$ cat config.mk
export PLATFORM = sky130hd
export DESIGN_NAME = pipe_hazard_ctrl
export DESIGN_NICKNAME = d
export VERILOG_FILES = /design/src/rtl/pipe_hazard_ctrl.sv
export SDC_FILE = /design/constraint.sdc
export NUM_CORES = 1
export LEC_CHECK = 0
export BUFFER_PORTS_ARGS = -buffer_cell sky130_fd_sc_hd__buf_2
export CAP_MARGIN = 10
export CORE_ASPECT_RATIO = 1.25
export CORE_UTILIZATION = 48
export DETAILED_ROUTE_END_ITERATION = 16
export PLACE_DENSITY = 0.8
export SYNTH_ARGS = -nofsm -noshare
export SYNTH_HDL_FRONTEND = slang
export SYNTH_SLANG_ARGS = --single-unit
$ cat constraint.sdc
create_clock -name clk -period 2.2 [get_ports clk]
set_input_delay 0.11 -clock clk [delete_from_list [all_inputs] [get_ports clk]]
set_output_delay 0.11 -clock clk [all_outputs]
set_load 0.03 [all_outputs]
$ cat src/rtl/pipe_hazard_ctrl.sv
// Stage controller for the 5-stage MIPS pipeline: RAW stalls, branch flush, data-memory wait,
// warm-up. Optional performance counters are enabled by defining PIPE_PERF_CNT_EN.
module pipe_hazard_ctrl #(
    parameter int unsigned RST_CYCLES = 4,
    parameter int unsigned TIMEOUT    = 64,
    parameter bit          WB_STALL   = 1'b1
) (
    input  logic        clk,
    input  logic        rst_n,
    input  logic [4:0]  rs_addr_id,
    input  logic [4:0]  rt_addr_id,
    input  logic        rs_used_id,
    input  logic        rt_used_id,
    input  logic [4:0]  regw_addr_exe,
    input  logic        wb_wen_exe,
    input  logic [4:0]  regw_addr_mem,
    input  logic        wb_wen_mem,
    input  logic [4:0]  regw_addr_wb,
    input  logic        wb_wen_wb,
    input  logic        is_branch_mem,
    input  logic        mem_valid,
    input  logic        mem_ren,
    input  logic        mem_wen,
    input  logic        dmem_ack,
    output logic        if_rst,
    output logic        id_rst,
    output logic        exe_rst,
    output logic        mem_rst,
    output logic        wb_rst,
    output logic        if_en,
    output logic        id_en,
    output logic        exe_en,
    output logic        mem_en,
    output logic        wb_en,
    output logic        stall,
    output logic        dmem_err
`ifdef PIPE_PERF_CNT_EN
    ,
    output logic [31:0] perf_stall_raw,
    output logic [31:0] perf_stall_dmem,
    output logic [15:0] perf_flush
`endif
);

    typedef enum logic [1:0] {StInit, StRun, StDwait} state_t;
    typedef enum logic [2:0] {ModeReset, ModeWait, ModeFlush, ModeRaw, ModeRun} mode_t;

    localparam logic [7:0] InitLast = 8'(RST_CYCLES - 1);
    localparam logic [7:0] ToLast   = 8'(TIMEOUT - 1);

    state_t     state_q, state_d;
    mode_t      mode, mode_adv;
    logic [7:0] cnt_q, cnt_d;
    logic       err_d;
    logic       hit_rs, hit_rt, data_wait;

    function automatic logic raw_hit(input logic [4:0] a, input logic used);
        return used && (a != 5'd0) &&
               ((wb_wen_exe && regw_addr_exe == a) ||
                (wb_wen_mem && regw_addr_mem == a) ||
                (WB_STALL && wb_wen_wb && regw_addr_wb == a));
    endfunction

    assign hit_rs    = raw_hit(rs_addr_id, rs_used_id);
    assign hit_rt    = raw_hit(rt_addr_id, rt_used_id);
    assign data_wait = mem_valid && (mem_ren || mem_wen) && !dmem_ack;

    // Resolution once no data access is outstanding
    assign mode_adv = (mem_valid && is_branch_mem) ? ModeFlush :
                      (hit_rs || hit_rt)           ? ModeRaw   : ModeRun;

    always_comb begin
        state_d = state_q;
        cnt_d   = cnt_q;
        err_d   = dmem_err;
        mode    = ModeReset;
        unique case (state_q)
            StInit: begin
                cnt_d = cnt_q + 8'd1;
                if (cnt_q == InitLast) begin
                    state_d = StRun;
                    cnt_d   = '0;
                end
            end
            StRun: begin
                if (data_wait) begin
                    mode    = ModeWait;
                    state_d = StDwait;
                    cnt_d   = '0;
                end else begin
                    mode = mode_adv;
                end
            end
            StDwait: begin
                if (dmem_ack || cnt_q == ToLast) begin
                    // A timed-out access is abandoned and the pipe advances as if acked
                    mode    = mode_adv;
                    state_d = StRun;
                    cnt_d   = '0;
                    if (!dmem_ack) err_d = 1'b1;
                end else begin
                    mode  = ModeWait;
                    cnt_d = cnt_q + 8'd1;
                end
            end
            default: state_d = StInit;
        endcase
    end

    always_ff @(posedge clk or negedge rst_n) begin
        if (!rst_n) begin
            state_q  <= StInit;
            cnt_q    <= '0;
            dmem_err <= 1'b0;
        end else begin
            state_q  <= state_d;
            cnt_q    <= cnt_d;
            dmem_err <= err_d;
        end
    end

    always_comb begin
        {if_rst, id_rst, exe_rst, mem_rst, wb_rst} = 5'b00000;
        {if_en, id_en, exe_en, mem_en, wb_en}      = 5'b00000;
        stall = 1'b0;
        unique case (mode)
            ModeReset: begin
                {if_rst, id_rst, exe_rst, mem_rst, wb_rst} = 5'b11111;
                stall = 1'b1;
            end
            ModeWait: begin
                wb_rst = 1'b1;
                stall  = 1'b1;
            end
            ModeFlush: begin
                {id_rst, exe_rst, mem_rst} = 3'b111;
                if_en = 1'b1;
                wb_en = 1'b1;
            end
            ModeRaw: begin
                exe_rst = 1'b1;
                mem_en  = 1'b1;
                wb_en   = 1'b1;
                stall   = 1'b1;
            end
            default: {if_en, id_en, exe_en, mem_en, wb_en} = 5'b11111;
        endcase
    end

`ifdef PIPE_PERF_CNT_EN
    always_ff @(posedge clk or negedge rst_n) begin
        if (!rst_n) begin
            perf_stall_raw  <= '0;
            perf_stall_dmem <= '0;
            perf_flush      <= '0;
        end else begin
            if (mode == ModeRaw && perf_stall_raw != '1) perf_stall_raw <= perf_stall_raw + 32'd1;
            if (mode == ModeWait && perf_stall_dmem != '1) begin
                perf_stall_dmem <= perf_stall_dmem + 32'd1;
            end
            if (mode == ModeFlush && perf_flush != '1) perf_flush <= perf_flush + 16'd1;
        end
    end
`endif

endmodule

---- Yosys cells after proc, flatten, opt, wreduce, memory -nomap -nowiden ----
Cells that the tools add are included.
storage, ports and cells
  flip-flop bits (word level) ............. 11
  input port bits ......................... 37
  word-level logic and storage cells ...... 78
operators by class
  $add $sub $neg .......................... 1
  equal/unequal tests ..................... 16
  mux-type cells .......................... 22
  bitwise logic cells ..................... 1
  reduce and logical (&&, ||, !) cells .... 35
operator list
  cell                 count
  $eq 5x5->1           6
  $mux 8               3
  $pmux 8 s3           1
  $logic_and 1x1->1    13
  $mux 3               4
  $reduce_bool 5->1    2
  $mux 1               9
  $reduce_or 3->1      3
  $add 8x1->8 const B  1
  $eq 8x2->1 const B   1
  $eq 8x6->1 const B   1
  $logic_or 1x1->1     7
  $eq 3x2->1 const B   2
  $mux 2               3
  $ne 2x2->1 const B   3
  $pmux 2 s3           1
  $pmux 3 s2           1
  $reduce_and 3->1     2
  $reduce_or 2->1      2
  $reduce_or 4->1      1
  $eq 3x1->1 const B   1
  $logic_not 3->1      1
  $reduce_bool 3->1    1
  $eq 2x1->1 const B   1
  5 further kinds      5

---- Longest topological paths before layout ----
  depth after elaboration ................. 13
  gate-level depth with buffers ........... 9
  mapped depth without buffers ............ 8

---- Least setup slack after synthesis ----
Ideal clock, no wire load.
  kind .................................... register to output
  start point ............................. register cnt_q[0]
  end point ............................... output port if_en
  arrival ................................. 2.331 ns
  slack ................................... -0.241 ns
  cell stages (with the launch flop) ...... 8
  path through ............................ dfrtp_1 ha_1 and3_1 clkbuf_1 a21oi_1 o21ai_0 nand2_1 o31ai_1
on the way
  longest elaborated chain between the ends .. 7
  elaborated cells between the ends (all ways) .. 9
  classes of those cells .................. eq/ne: 3; mux: 3; reduce/logical: 3
ends and longest elaborated chain
  item                                line  source
  from (decl)                         53    logic [7:0] cnt_q, cnt_d;
  from (signal assigned)              117   cnt_q <= cnt_d;
  $eq 8x6->1 *                        95    if (dmem_ack || cnt_q == ToLast) begin
  $logic_or 1x1->1 *                  95
  $mux 3 *                            95
  $pmux 3 s2 *                        77    unique case (state_q)
  $eq 3x2->1 (tied with other cells)  126   unique case (mode)
  $reduce_or 3->1 (no source line) *  n/a
  $mux 1 *                            126
  to (decl)                           30    output logic if_en,
Mark *: on every way between the ends. The rest lies on a longest branch, timed or not.

---- Final worst setup path ----
  start point ............................. register cnt_q[1]
  end point ............................... output port mem_rst
on the way
  longest elaborated chain between the ends .. 7
  elaborated cells between the ends (all ways) .. 8
  classes of those cells .................. eq/ne: 2; mux: 3; reduce/logical: 3
ends and longest elaborated chain
  item                                           line  source
  $eq 8x6->1 *                                   95
  $logic_or 1x1->1 *                             95
  $mux 3 *                                       95
  $pmux 3 s2 *                                   77
  $eq 3x2->1 or $logic_not 3->1 (tied branches)  126
  $reduce_or 2->1 (no source line) *             n/a
  $mux 1 *                                       126
  to (decl)                                      28    output logic mem_rst,
Marks and branches as above.

==> reports/metrics.yaml <==
synthesis:
  synth_nets: 187
  synth-seq-cells: 11
  synth_top_area_share_pct: 23.1
  syn-cell-area_sq_mm: 0.00119
  synth_top_cell_by_area: "dfrtp_1"
  yosysWarnings: 0
  syn_area_per_cell_sq_um: 8.21
  synth.area.top_cells: "dfrtp_1, xor2_1, ha_1"
  synthCells: 145
  synth_cell_type_count: 34
  yosysSeqAreaShare_pct: 23.1
die:
  rows: 19
  pin_count: 49
  dieArea_sq_mm: 0.00269
  die_w_um: 46.6
  core_sq_mm: 0.00228
  start_util_pct: 52.2
  die_h_um: 57.7
cells_and_area:
  antennaDiodeCount: 0
  final_nets: 247
  regArea_sq_um: 275
  fillers: 192
  final_cells: 235
  multiInputGateArea_sq_um: 901
  synthToLayoutAreaGrowth_pct: 34.8
  drive_above_1_share_pct: 38.7
worst_setup_path:
  end_kind: "output pin"
  crit_type: "reg2out"
  cp.arrival_ps: 2050
  worst_setup_path_start_kind: "flop"
  crit_required_ps: 2090
  path_max_fanout: 5
timing:
  final-max-slew-violation-count: 0
  post-route-period-util_pct: 98.2
  fmax_mhz: 463
  hold_slack_ps: 225
  worst_slack_ps: 39.0
  final-setup-viol-count: 0
  final.setup_skew_ps: 5.38
  slew_headroom_pct: 77.6
  worstMarginPinSlew_ps: 333
  hold_viol_final: 0
  period_minus_slack_ps: 2160
placement:
  gp_congestion: 0.939
  placedCellCount: 222
  hpwl_um: 2600
  post-place-ws_ps: 72.4
  portBuffers: 48
pwr:
  peakVddDrop_uv: 1150
  power_uw: 1660
  netSwitchingPower_uw: 868
  seqPwrFrac_pct: 17.3
  power_frac_comb_pct: 74.4
  leakage_uw: 0.000757
  p_clk_share_pct: 8.4
  power_density_mw_per_mm2: 1030
  switching_share_pct: 52.4
  power.internal_uw: 790
clocking:
  cts_tree: "done"
  clk_latency_ps: 280
  h-tree-depth: 1
  cts_made_buffers: 3
  clockBufferDepth: 2
  cts.sinks: 11
  clkTransAtPathRegs_ps: 70
  cts_root_buf: "clkbuf_4"
drt:
  wl_per_cell_um: 14.2
  ant_nets: 0
  drc: 0
  dr.pass1.iters: 4
  num_vias: 1294
  drt_iter0_drc: 29
  via_per_inst: 5.51
  wl_um: 3340
global_routing:
  overflow: 0
  grt_first_pass_wirelength_um: 5180
  antenna_found_initial: 0
  grt_max_degree: 12
  grt_pass1_vias: 1318
  track_usage_pct: 26.9
worst_hold_path:
  min-delay-path-class: "in2async"
run:
  drv_cap: 0
run_status:
  run_status: "complete, no violations"
-- repair_timing --
action,in CTS,in global routing
endpoints found under the hold margin,11,0
gates resized for setup,4,10
buffers inserted,3,5
setup endpoints to repair,7,10
pin swaps,1,3
hold buffers,1,0
-- registers in the layout, indices dropped and copies added, names as in the netlist --
name,count
state_q,2
cnt_q,8
dmem_err,1
-- routing by layer --
metal / track usage (%) / wire length, um
met1: 27.8 / 1340
met2: 49.8 / 1790
met5: 0 / 0
met4: 14.3 / 51
met3: 2.49 / 150
-- power by group through the flow --
stage / combinational, uW / clock (uW) / sequential, uW
floorplan: 873 / 0 / 283
global placement: 1080 / 0 / 289
detailed placement: 1110 / 0 / 293
CTS: 1170 / 144 / 285
global route: 1340 / 153 / 290
finish: 1230 / 139 / 286
-- critical path: stages, from the launching register on --
cell	delay [ps]
dfrtp_1	390
ha_2	210
and3_4	220
a21oi_1	80
o21ai_2	160
nand2_2	70
nand4b_1	170
buf_4	170
o211a_4	140
buf_4	160
-- kinds of logic after synthesis --
| group | after synthesis | share of synthesized area (%) |
|---|---|---|
| compound gates | 32 | 17.8 |
| mux | 2 | 2.73 |
| buf+inv | 12 | 5.04 |
| flops | 11 | 23.1 |
| xor+xnor | 30 | 22.1 |
| simple gates | 53 | 24.1 |
| fa+ha+maj | 5 | 5.25 |
-- cell usage after synthesis --
cell / count
a21boi_0: 1
a21boi_1: 1
a21oi_1: 1
a31o_2: 3
and2_1: 1
and3_1: 3
and4bb_2: 1
buf_4: 2
buf_6: 1
clkbuf_1: 2
dfrtp_1: 11
ha_1: 5
inv_1: 7
mux2i_1: 1
mux2i_4: 1
nand2_1: 12
nand2b_1: 3
nand3_1: 10
nand4b_1: 1
nor2_1: 8
nor2b_1: 3
nor4_1: 6
o211a_1: 1
o21a_1: 1
o21ai_0: 9
o21ai_1: 5
o21ai_2: 1
o31a_1: 1
o31ai_1: 8
or2_1: 1
or3_4: 1
or4_1: 3
xnor2_1: 6
xor2_1: 24
-- per-stage QoR --
stage          util (%)  cell area [sq um]  setup TNS, ps
4_1_cts            67.7               1550              0
6_report           70.3               1610              0
3_3_place_gp       64.6               1470              0
5_1_grt            70.3               1610          -86.3
3_5_place_dp       64.6               1470              0
2_1_floorplan         -               1210              0
-- cell type report --
cell class | count | area share (%)
clock buffer | 4 | 1.64
inverter | 7 | 1.64
multi-input combinational | 122 | 56.1
sequential | 11 | 17.1
tap | 31 | 2.42
timing repair buffer | 60 | 21.0
-- final timing paths --
check	start	end	slack, ps	cells after the start
hold reg to reg	dmem_err	dmem_err	470	1
setup / recovery	cnt_q[1]	mem_rst	40	9
hold / removal	rst_n	cnt_q[3]	220	2
max in group asynchronous	rst_n	state_q[0]	1770	2
setup reg to reg	cnt_q[3]	cnt_q[6]	150	5
min in group clk	dmem_ack	dmem_err	270	3
-- cells in the final DEF (no fill, tap or decap), types with 2 or more instances in the layout --
cell / count
and3_1: 2
nand2b_1: 3
buf_2: 46
o21ai_1: 6
clkbuf_4: 3
buf_4: 13
nand3_1: 10
ha_1: 3
o21ai_2: 2
o21ai_0: 7
a21boi_1: 2
a31o_2: 3
nor2b_1: 2
inv_1: 6
nand2_1: 11
ha_2: 2
o31ai_1: 6
or4_1: 3
nor2_1: 8
dfrtp_1: 11
nor4_1: 6
xor2_1: 24
xnor2_1: 6
Note: power is estimated with default switching activity, not from simulation.
